===== config.mk =====
export PLATFORM = sky130hd
export DESIGN_NAME = seq_det_prog
export DESIGN_NICKNAME = d
export VERILOG_FILES = /design/src/rtl/seq_det_pkg.sv /design/src/rtl/seq_hist_shift.sv /design/src/rtl/seq_det_prog.sv
export SDC_FILE = /design/constraint.sdc
export NUM_CORES = 1
export LEC_CHECK = 0
export ABC_AREA = 1
export CELL_PAD_IN_SITES_DETAIL_PLACEMENT = 1
export CELL_PAD_IN_SITES_GLOBAL_PLACEMENT = 1
export CORE_UTILIZATION = 42
export CTS_BUF_LIST = sky130_fd_sc_hd__clkbuf_8
export DETAILED_ROUTE_END_ITERATION = 10
export PLACE_DENSITY_LB_ADDON = 0.15
export SYNTH_ARGS = -nofsm -noshare
export SYNTH_HDL_FRONTEND = slang
export SYNTH_SLANG_ARGS = --single-unit

===== constraint.sdc =====
create_clock -name clk -period 5.8 [get_ports clk]
set_clock_uncertainty 0.2 [all_clocks]
set_input_delay 1.16 -clock clk [delete_from_list [all_inputs] [get_ports clk]]
set_output_delay 1.16 -clock clk [all_outputs]
set_load 0.005 [all_outputs]

===== src/rtl/seq_det_pkg.sv =====
// Shared types and constants for the programmable serial pattern detector.
package seq_det_pkg;

  typedef enum logic {
    UNCFG = 1'b0,
    RUN   = 1'b1
  } seq_state_t;

  localparam int MIN_LEN = 2;

  function automatic int len_width(input int max_len);
    return $clog2(max_len + 1);
  endfunction

endpackage


===== src/rtl/seq_hist_shift.sv =====
// Serial history shift register with a saturating fill counter.
// Outputs show history/fill as they will be once the current bit is accepted.
module seq_hist_shift #(
  parameter int MAX_LEN = 8,
  parameter int LEN_W   = 4
) (
  input  logic               clk,
  input  logic               rst,
  input  logic               clr_i,
  input  logic               vld_i,
  input  logic               bit_i,
  output logic [MAX_LEN-1:0] hist_o,
  output logic [LEN_W-1:0]   fill_o
);

  localparam logic [LEN_W-1:0] FULL = LEN_W'(MAX_LEN);

  logic [MAX_LEN-1:0] hist_q, hist_d;
  logic [LEN_W-1:0]   fill_q, fill_d;

  assign hist_o = {hist_q[MAX_LEN-2:0], bit_i};
  assign fill_o = (fill_q == FULL) ? fill_q : fill_q + LEN_W'(1);

  // Clear wins over a shift so a consumed match bit never survives.
  always_comb begin
    hist_d = hist_q;
    fill_d = fill_q;
    if (clr_i) begin
      hist_d = '0;
      fill_d = '0;
    end else if (vld_i) begin
      hist_d = hist_o;
      fill_d = fill_o;
    end
  end

  always_ff @(posedge clk) begin
    if (!rst) begin
      hist_q <= '0;
      fill_q <= '0;
    end else begin
      hist_q <= hist_d;
      fill_q <= fill_d;
    end
  end

endmodule


===== src/rtl/seq_det_prog.sv =====
// Programmable serial bit-pattern detector with overlap control,
// registered match pulse and saturating match counter.
module seq_det_prog
  import seq_det_pkg::*;
#(
  parameter int MAX_LEN = 8,
  parameter int CNT_W   = 8
) (
  input  logic                           clk,
  input  logic                           rst,
  input  logic                           In,
  input  logic                           in_valid,
  input  logic                           cfg_load,
  input  logic [MAX_LEN-1:0]             cfg_pattern,
  input  logic [$clog2(MAX_LEN+1)-1:0]   cfg_len,
  input  logic                           cfg_overlap,
  input  logic                           cnt_clr,
  output logic                           Out,
  output logic [CNT_W-1:0]               match_cnt,
  output logic                           cfg_err,
  output logic                           armed
);

  localparam int LEN_W = len_width(MAX_LEN);
  localparam logic [LEN_W-1:0] MIN_L = LEN_W'(MIN_LEN);
  localparam logic [LEN_W-1:0] MAX_L = LEN_W'(MAX_LEN);

  seq_state_t         state_q;
  logic [MAX_LEN-1:0] pat_q;
  logic [LEN_W-1:0]   len_q;
  logic               ovl_q, out_q, err_q, armed_q;
  logic [CNT_W-1:0]   cnt_q, cnt_d;

  logic [MAX_LEN-1:0] hist_nxt, mask;
  logic [LEN_W-1:0]   fill_nxt;
  logic               cfg_ok, take_bit, match, hist_clr;

  assign cfg_ok   = (cfg_len >= MIN_L) && (cfg_len <= MAX_L);
  // A config load in the same cycle drops the incoming bit.
  assign take_bit = in_valid && !cfg_load && (state_q == RUN);
  assign hist_clr = cfg_load || (match && !ovl_q);

  seq_hist_shift #(
    .MAX_LEN(MAX_LEN),
    .LEN_W  (LEN_W)
  ) u_hist (
    .clk   (clk),
    .rst   (rst),
    .clr_i (hist_clr),
    .vld_i (take_bit),
    .bit_i (In),
    .hist_o(hist_nxt),
    .fill_o(fill_nxt)
  );

  always_comb begin
    mask = '0;
    for (int i = 0; i < MAX_LEN; i++) mask[i] = (i < int'(len_q));
  end

  assign match = take_bit && (fill_nxt >= len_q) && (((hist_nxt ^ pat_q) & mask) == '0);

  always_comb begin
    cnt_d = cnt_q;
    if (cnt_clr)                      cnt_d = match ? CNT_W'(1) : '0;
    else if (match && (cnt_q != '1))  cnt_d = cnt_q + CNT_W'(1);
  end

  always_ff @(posedge clk) begin
    if (!rst) begin
      state_q <= UNCFG;
      pat_q   <= '0;
      len_q   <= '0;
      ovl_q   <= 1'b0;
      out_q   <= 1'b0;
      cnt_q   <= '0;
      err_q   <= 1'b0;
      armed_q <= 1'b0;
    end else begin
      out_q <= match;
      cnt_q <= cnt_d;
      if (cfg_load) begin
        if (cfg_ok) begin
          state_q <= RUN;
          pat_q   <= cfg_pattern;
          len_q   <= cfg_len;
          ovl_q   <= cfg_overlap;
          err_q   <= 1'b0;
          armed_q <= 1'b1;
        end else begin
          state_q <= UNCFG;
          err_q   <= 1'b1;
          armed_q <= 1'b0;
        end
      end
    end
  end

  assign Out       = out_q;
  assign match_cnt = cnt_q;
  assign cfg_err   = err_q;
  assign armed     = armed_q;

endmodule


==> results of run 1 <==
-- layout make-up --
cell class	count	area, um^2	share of cell area, %
tap	50	62.6	2.77
multi-input combinational	188	952	42.2
sequential	35	701	31.1
timing repair buffer	30	298	13.2
clock buffer	7	96.3	4.27
inverter	38	143	6.32
clock inverter	1	3.75	0.166
-- worst min path at each step --
stage / slack [ns] / depth (start not counted) / endpoint / startpoint
6_report: 0.26 / 2 / pat_q[7]$_SDFFE_PN0P_ / pat_q[7]$_SDFFE_PN0P_
5_1_grt: 0.30 / 2 / pat_q[3]$_SDFFE_PN0P_ / pat_q[3]$_SDFFE_PN0P_
4_1_cts: 0.27 / 2 / pat_q[7]$_SDFFE_PN0P_ / pat_q[7]$_SDFFE_PN0P_
3_5_place_dp: 0.26 / 2 / pat_q[7]$_SDFFE_PN0P_ / pat_q[7]$_SDFFE_PN0P_
3_3_place_gp: 0.25 / 2 / pat_q[7]$_SDFFE_PN0P_ / pat_q[7]$_SDFFE_PN0P_
2_1_floorplan: 0.23 / 2 / pat_q[7]$_SDFFE_PN0P_ / pat_q[7]$_SDFFE_PN0P_
-- cell usage after synthesis, types with 2 or more instances --
cell type	instances
nand2_1	78
inv_1	37
dfxtp_1	35
a21oi_1	34
nor2_1	17
nand3_1	14
o21ai_0	13
ha_1	7
xor2_1	6
clkbuf_1	5
nand4_1	3
nor2_2	3
nand3_2	2
nand3b_1	2
nor3b_1	2
-- per-stage QoR --
stage / area (um^2) / instances / hold slack [ns]
after global routing: 2260 / 349 / 0.297
after floorplan: 1820 / 267 / 0.232
final: 2260 / 349 / 0.263
after detailed placement: 2160 / 341 / 0.258
after CTS: 2260 / 349 / 0.269
after global placement: 2160 / 341 / 0.246
-- report_power, final --
group / switching, mW / internal [mW]
combinational: 0.0362 / 0.0286
sequential: 0.00629 / 0.249
clock: 0.0910 / 0.107
total: 0.133 / 0.384
-- routing by layer --
| layer | share of wire, % | track usage, % |
|---|---|---|
| met5 | 0 | 0 |
| met4 | 1.2 | 8.59 |
| met3 | 2.7 | 5.50 |
| met2 | 51 | 41.8 |
| met1 | 46 | 30.3 |
-- cell families after synthesis --
logic type | Yosys count
buffers and inverters | 44
flip-flops | 35
XOR/XNOR | 7
AO/OA/AOI/OAI | 49
adder cells (fa/ha/maj) | 7
AND/OR/NAND/NOR | 125
-- critical path, delay by kind of cell --
kind / cells / cell delay [ns]
AND/OR/NAND/NOR: 8 / 1.31
AO/OA/AOI/OAI: 1 / 0.08
buffers and inverters: 2 / 0.53
-- state kept, by name (all words and copies together), names as in the netlist --
signal and flops:
len_q 4, pat_q 8, ovl_q 1, match_cnt 8, Out 1, u_hist.hist_q 7, u_hist.fill_q 4, cfg_err 1
armed 1
==> impl_metrics.py, run 1 <==
metrics = {
    "logic_synthesis": {
        "ys.warnings.count": 0,
        "synth_area_leaders": "dfxtp_1 38%, nand2_1 16%, a21oi_1 9.3%",
        "synth_ff_type": "dfxtp_1",
        "synthAdderAreaFrac_pct": 4.81,
        "synth_mux_area_share_pct": 0,
        "synth_top_family_by_area": "simple AND/OR/NAND/NOR gates",
        "postSynth.asyncResetShare_pct": 0,
        "ys_seq_area_share_pct": 38.5,
        "netlist_area_um2": 1820,
        "synth_cell_type_count": 24,
        "synth_edf_count": 0,
        "synth_xor_area_share_pct": 3.37,
        "synth_top_cell_by_area": "dfxtp_1",
        "syn_avg_cell_area_um2": 6.82,
        "synth_fp_nets": 293,
        "yosysTopAreaCellShare_pct": 38.5,
        "synth_simple_gate_area_share_pct": 30.2,
        "synth_seq_cells": 35,
        "synth_compound_area_share_pct": 13.6,
        "synthCells": 267,
    },
    "grt": {
        "grt_pass1_vias": 1745,
        "track_usage_pct": 24.6,
        "grt_first_pass_wirelength_mm": 8.13,
        "antenna_found_initial": 0,
        "grt_max_degree": 22,
        "grt.overflow.total": 0,
    },
    "clocking": {
        "cts_tree": "built",
        "postCtsSetupRepairBufs": 0,
        "cts_resized": 0,
        "h-tree-depth": 2,
        "insertion_delay_ns": 0.29,
        "hold_buffers": 0,
        "cts_max_path_buffers": 2,
        "cts_sinks": 35,
        "numCtsBuffers": 5,
        "cts.reportedPaths.clkPinSlew_ns": 0.07,
        "cts_root_buf": "clkbuf_8",
    },
    "floorplan": {
        "coreArea_um2": 4090,
        "fp.dieH_um": 67.8,
        "initial_core_util_pct": 44.5,
        "die_x_um": 67.8,
        "rows": 23,
        "io_pins": 30,
        "die_area_um2": 4600,
    },
    "drt": {
        "drt-wirelength-per-cell_um": 14.1,
        "dr.pass1.iters": 4,
        "drc": 0,
        "final_antenna_net_count": 0,
        "drt_iter0_drc": 67,
        "wl_mm": 4.94,
        "vias_per_cell": 5.15,
        "vias": 1798,
    },
    "place": {
        "portBuffers": 29,
        "dp_hpwl_mm": 3.76,
        "routabilityCongestion": 0.816,
        "pre_cts_slack_ns": 2.39,
    },
    "timing": {
        "fin_ws_ns": 2.69,
        "max_slew.worst_pin.slew_ns": 0.667,
        "setup_viol_count_final": 0,
        "clock.fmax_ghz": 0.321,
        "hold_viol": 0,
        "relSlewSlack_pct": 55.4,
        "fin_crit_sh_pct": 53.7,
        "tns_ns": 0,
        "rsz0062_at_grt": "false",
        "period_minus_slack_ns": 3.11,
        "slew_violations": 0,
    },
    "status": {
        "status": "finished, final reports clean",
    },
    "critical_path": {
        "r2r_start": "u_hist.fill_q[0]$_SDFFE_PP0P_",
        "cpMostUsedCell": "nand2_1",
        "crit_path_end": "u_hist.hist_q[1]$_SDFFE_PP0P_",
        "slowest_stage": "clkdlybuf4s50_1",
        "start_kind": "input pin",
        "endpoint_kind": "register",
        "r2r_slack_ns": 3.14,
        "crit_start": "cfg_load",
        "required_ns": 5.77,
        "r2r_cells": 15,
        "arrival_ns": 3.09,
        "path_cells": "clkdlybuf4s50_1 > inv_2 > nand2_1 > nor2_2 > nand2_1 > nor2_2 > nand2_1 > nor2_4 > nand2_2 > nand3_2 > a21oi_1",
        "worst_path_largest_cell_delay_ns": 0.44,
        "rr_endpoint": "u_hist.hist_q[1]$_SDFFE_PP0P_",
        "path_max_fanout": 12,
        "crit_type": "in2reg",
    },
    "finish": {
        "final_cell_mix": "78 x nand2_1, 38 x inv_1, 35 x dfxtp_1",
        "area_delta_synth_final_pct": 23.9,
        "finalNetCount": 324,
        "final_common_cell": "nand2_1",
        "fillers": 561,
        "num_antenna_cells": 0,
        "final_util_pct": 55.2,
        "drive_gt1_share_pct": 6.02,
    },
    "power": {
        "ir_drop_uv": 128,
        "p_leak_nw": 0.942,
        "report.power.total_mw": 0.518,
        "powerDensity_nw_per_um2": 229,
    },
    "flow_run": {
        "max_cap_viol_count": 0,
    },
    "min_path": {
        "hp-class": "reg2reg",
    },
}
No activity file was read; power rests on OpenSTA's default activity.
==> run 2: changes to the inputs <==
--- a/config.mk
+++ b/config.mk
@@ -8,7 +8,7 @@
 export ABC_AREA = 1
 export CELL_PAD_IN_SITES_DETAIL_PLACEMENT = 1
 export CELL_PAD_IN_SITES_GLOBAL_PLACEMENT = 1
-export CORE_UTILIZATION = 42
+export CORE_UTILIZATION = 35
 export CTS_BUF_LIST = sky130_fd_sc_hd__clkbuf_8
 export DETAILED_ROUTE_END_ITERATION = 10
 export PLACE_DENSITY_LB_ADDON = 0.15
==> constraint.sdc (replaced) <==
create_clock -name clk -period 2.8 [get_ports clk]
set_clock_uncertainty 0.2 [all_clocks]
set_input_delay 0.56 -clock clk [delete_from_list [all_inputs] [get_ports clk]]
set_output_delay 0.56 -clock clk [all_outputs]
set_load 0.005 [all_outputs]
==> run 2 against run 1 <==
Compared with the run above:
- utilization decreased by 8.2 points
- combinational power increased by 110%
- global-route usage decreased by 6.0 points
- non-clock buffer count increased by 2
- clock power increased by 77%
- register-to-register slack got worse by 2.8 ns
- critical path type is now reg2reg
- sequential power increased by 110%
- first-iteration DRC count decreased by 40%
- cell count increased by 5.4%
- count of clock-buffer cells in the layout decreased by 2
- power increased by 96%
- critical path depth increased by 4
==> impl_metrics.py, run 2 (synthesis results as in run 1) <==
metrics = {
    "min_path": {
        "hp-class": "reg2reg",
        "hp-start": "pat_q[7]$_SDFFE_PN0P_",
    },
    "timing": {
        "relSlewSlack_pct": 75.8,
        "max_slew.worst_pin.slew_ns": 0.362,
        "hold_viol": 0,
        "worst_hold_slack_ns": 0.269,
        "tns_ns": 0,
        "clock.fmax_ghz": 0.399,
        "slew_violations": 0,
        "fin_crit_sh_pct": 89.5,
        "setup_viol_count_final": 0,
        "period_minus_slack_ns": 2.51,
        "rsz0062_at_grt": "false",
    },
    "grt": {
        "antenna_found_initial": 0,
        "grt_max_degree": 24,
        "grt.overflow.total": 0,
        "track_usage_pct": 18.6,
        "grt_first_pass_wirelength_mm": 7.73,
        "grt_pass1_vias": 1706,
    },
    "clocking": {
        "cts_root_buf": "clkbuf_8",
        "numCtsBuffers": 5,
        "cts_sinks": 35,
        "h-tree-depth": 2,
        "cts_max_path_buffers": 2,
        "cts_tree": "built",
        "cts.reportedPaths.clkPinSlew_ns": 0.07,
        "insertion_delay_ns": 0.28,
    },
    "floorplan": {
        "initial_core_util_pct": 37.5,
        "fp.dieH_um": 74.1,
        "die_area_um2": 5490,
        "io_pins": 30,
        "rows": 25,
        "coreArea_um2": 4850,
        "die_x_um": 74.1,
    },
    "drt": {
        "drc": 0,
        "vias_per_cell": 4.83,
        "wl_mm": 4.50,
        "drt_iter0_drc": 40,
        "dr.pass1.iters": 4,
        "vias": 1776,
        "drt-wirelength-per-cell_um": 12.2,
        "final_antenna_net_count": 0,
    },
    "finish": {
        "area_delta_synth_final_pct": 25.3,
        "fillers": 635,
        "drive_gt1_share_pct": 6.31,
        "final_cell_mix": "78 x nand2_1, 39 x inv_1, 35 x dfxtp_1",
        "final_common_cell": "nand2_1",
        "num_antenna_cells": 0,
        "finalNetCount": 326,
    },
    "critical_path": {
        "path_cells": "inv_1 > ha_1 > nand2_1 > nor2_1 > xor2_1 > ha_1 > inv_1 > nand2_1 > nand2_1 > nand2_1 > nand2_1 > a21oi_1 > nand4_2 > o21ai_0 > nor2_1",
        "crit_type": "reg2reg",
        "r2r_start": "u_hist.fill_q[0]$_SDFFE_PP0P_",
        "cpMostUsedCell": "nand2_1",
        "crit_start": "u_hist.fill_q[0]$_SDFFE_PP0P_",
        "arrival_ns": 2.49,
        "required_ns": 2.78,
        "worst_path_largest_cell_delay_ns": 0.42,
        "endpoint_kind": "register",
        "start_kind": "register",
        "slowest_stage": "dfxtp_1",
        "path_max_fanout": 10,
    },
    "power": {
        "ir_drop_uv": 339,
        "p_leak_nw": 0.948,
        "report.power.total_mw": 1.01,
        "powerDensity_nw_per_um2": 444,
    },
    "place": {
        "portBuffers": 29,
        "dp_hpwl_mm": 3.42,
        "routabilityCongestion": 0.811,
    },
    "status": {
        "status": "finished, final reports clean",
    },
    "flow_run": {
        "max_cap_viol_count": 0,
    },
}
run 2: changes by cell type in the layout (fill, tap and decap cells not counted), sizes merged:
cell and delta:
inv +1, clkinv +1, buf +2, clkbuf -2
run 2: layout make-up:
class / instances / area (um^2) / area share [%]
inverter: 38 / 143 / 6.25
multi-input combinational: 188 / 960 / 42.1
timing repair buffer: 32 / 313 / 13.7
sequential: 35 / 701 / 30.7
tap: 67 / 83.8 / 3.68
clock inverter: 3 / 12.5 / 0.549
clock buffer: 5 / 68.8 / 3.02
run 2: per-layer routing:
layer | routed length (um) | global-route usage [%]
met3 | 112 | 4.20
met1 | 2170 | 24.1
met4 | 42 | 5.98
met5 | 0 | 0
met2 | 2170 | 30.5
run 2: critical path, delay by kind of cell (launching register included):
kind,cells,cell delay [ns]
AND/OR/NAND/NOR,8,0.63
adder cells (fa/ha/maj),2,0.47
flip-flops,1,0.42
AO/OA/AOI/OAI,2,0.41
XOR/XNOR,1,0.16
buffers and inverters,2,0.10
run 2: report_power, final:
group	internal (mW)	switching [mW]	leakage [nW]
Clock	0.167	0.182	0.0505
Sequential	0.515	0.0132	0.285
Combinational	0.0607	0.0735	0.612
Total	0.743	0.269	0.948
run 2: repair_timing:
action,4_1_cts,5_1_grt
gates resized for setup,0,1
buffers inserted,0,0
setup endpoints to repair,0,2
hold buffers,0,0
run 2: final timing paths:
path	to	depth (start not counted)	slack [ns]
worst max-delay path	match_cnt[2]$_SDFFE_PN0P_	15	0.29
worst min-delay path	pat_q[7]$_SDFFE_PN0P_	2	0.27
worst max register to register	match_cnt[2]$_SDFFE_PN0P_	15	0.29
worst min register to register	pat_q[7]$_SDFFE_PN0P_	2	0.27
run 2: metrics by stage:
stage                     cell area, um^2  util (%)  std cells  setup slack (ns)
after global routing                 2280      47.0        368            0.0507
final                                2280      47.0        368             0.295
after global placement               2190      45.2        360             0.350
after CTS                            2270      46.9        368             0.261
after detailed placement             2190      45.2        360             0.275
after floorplan                      1820         -        267             0.542
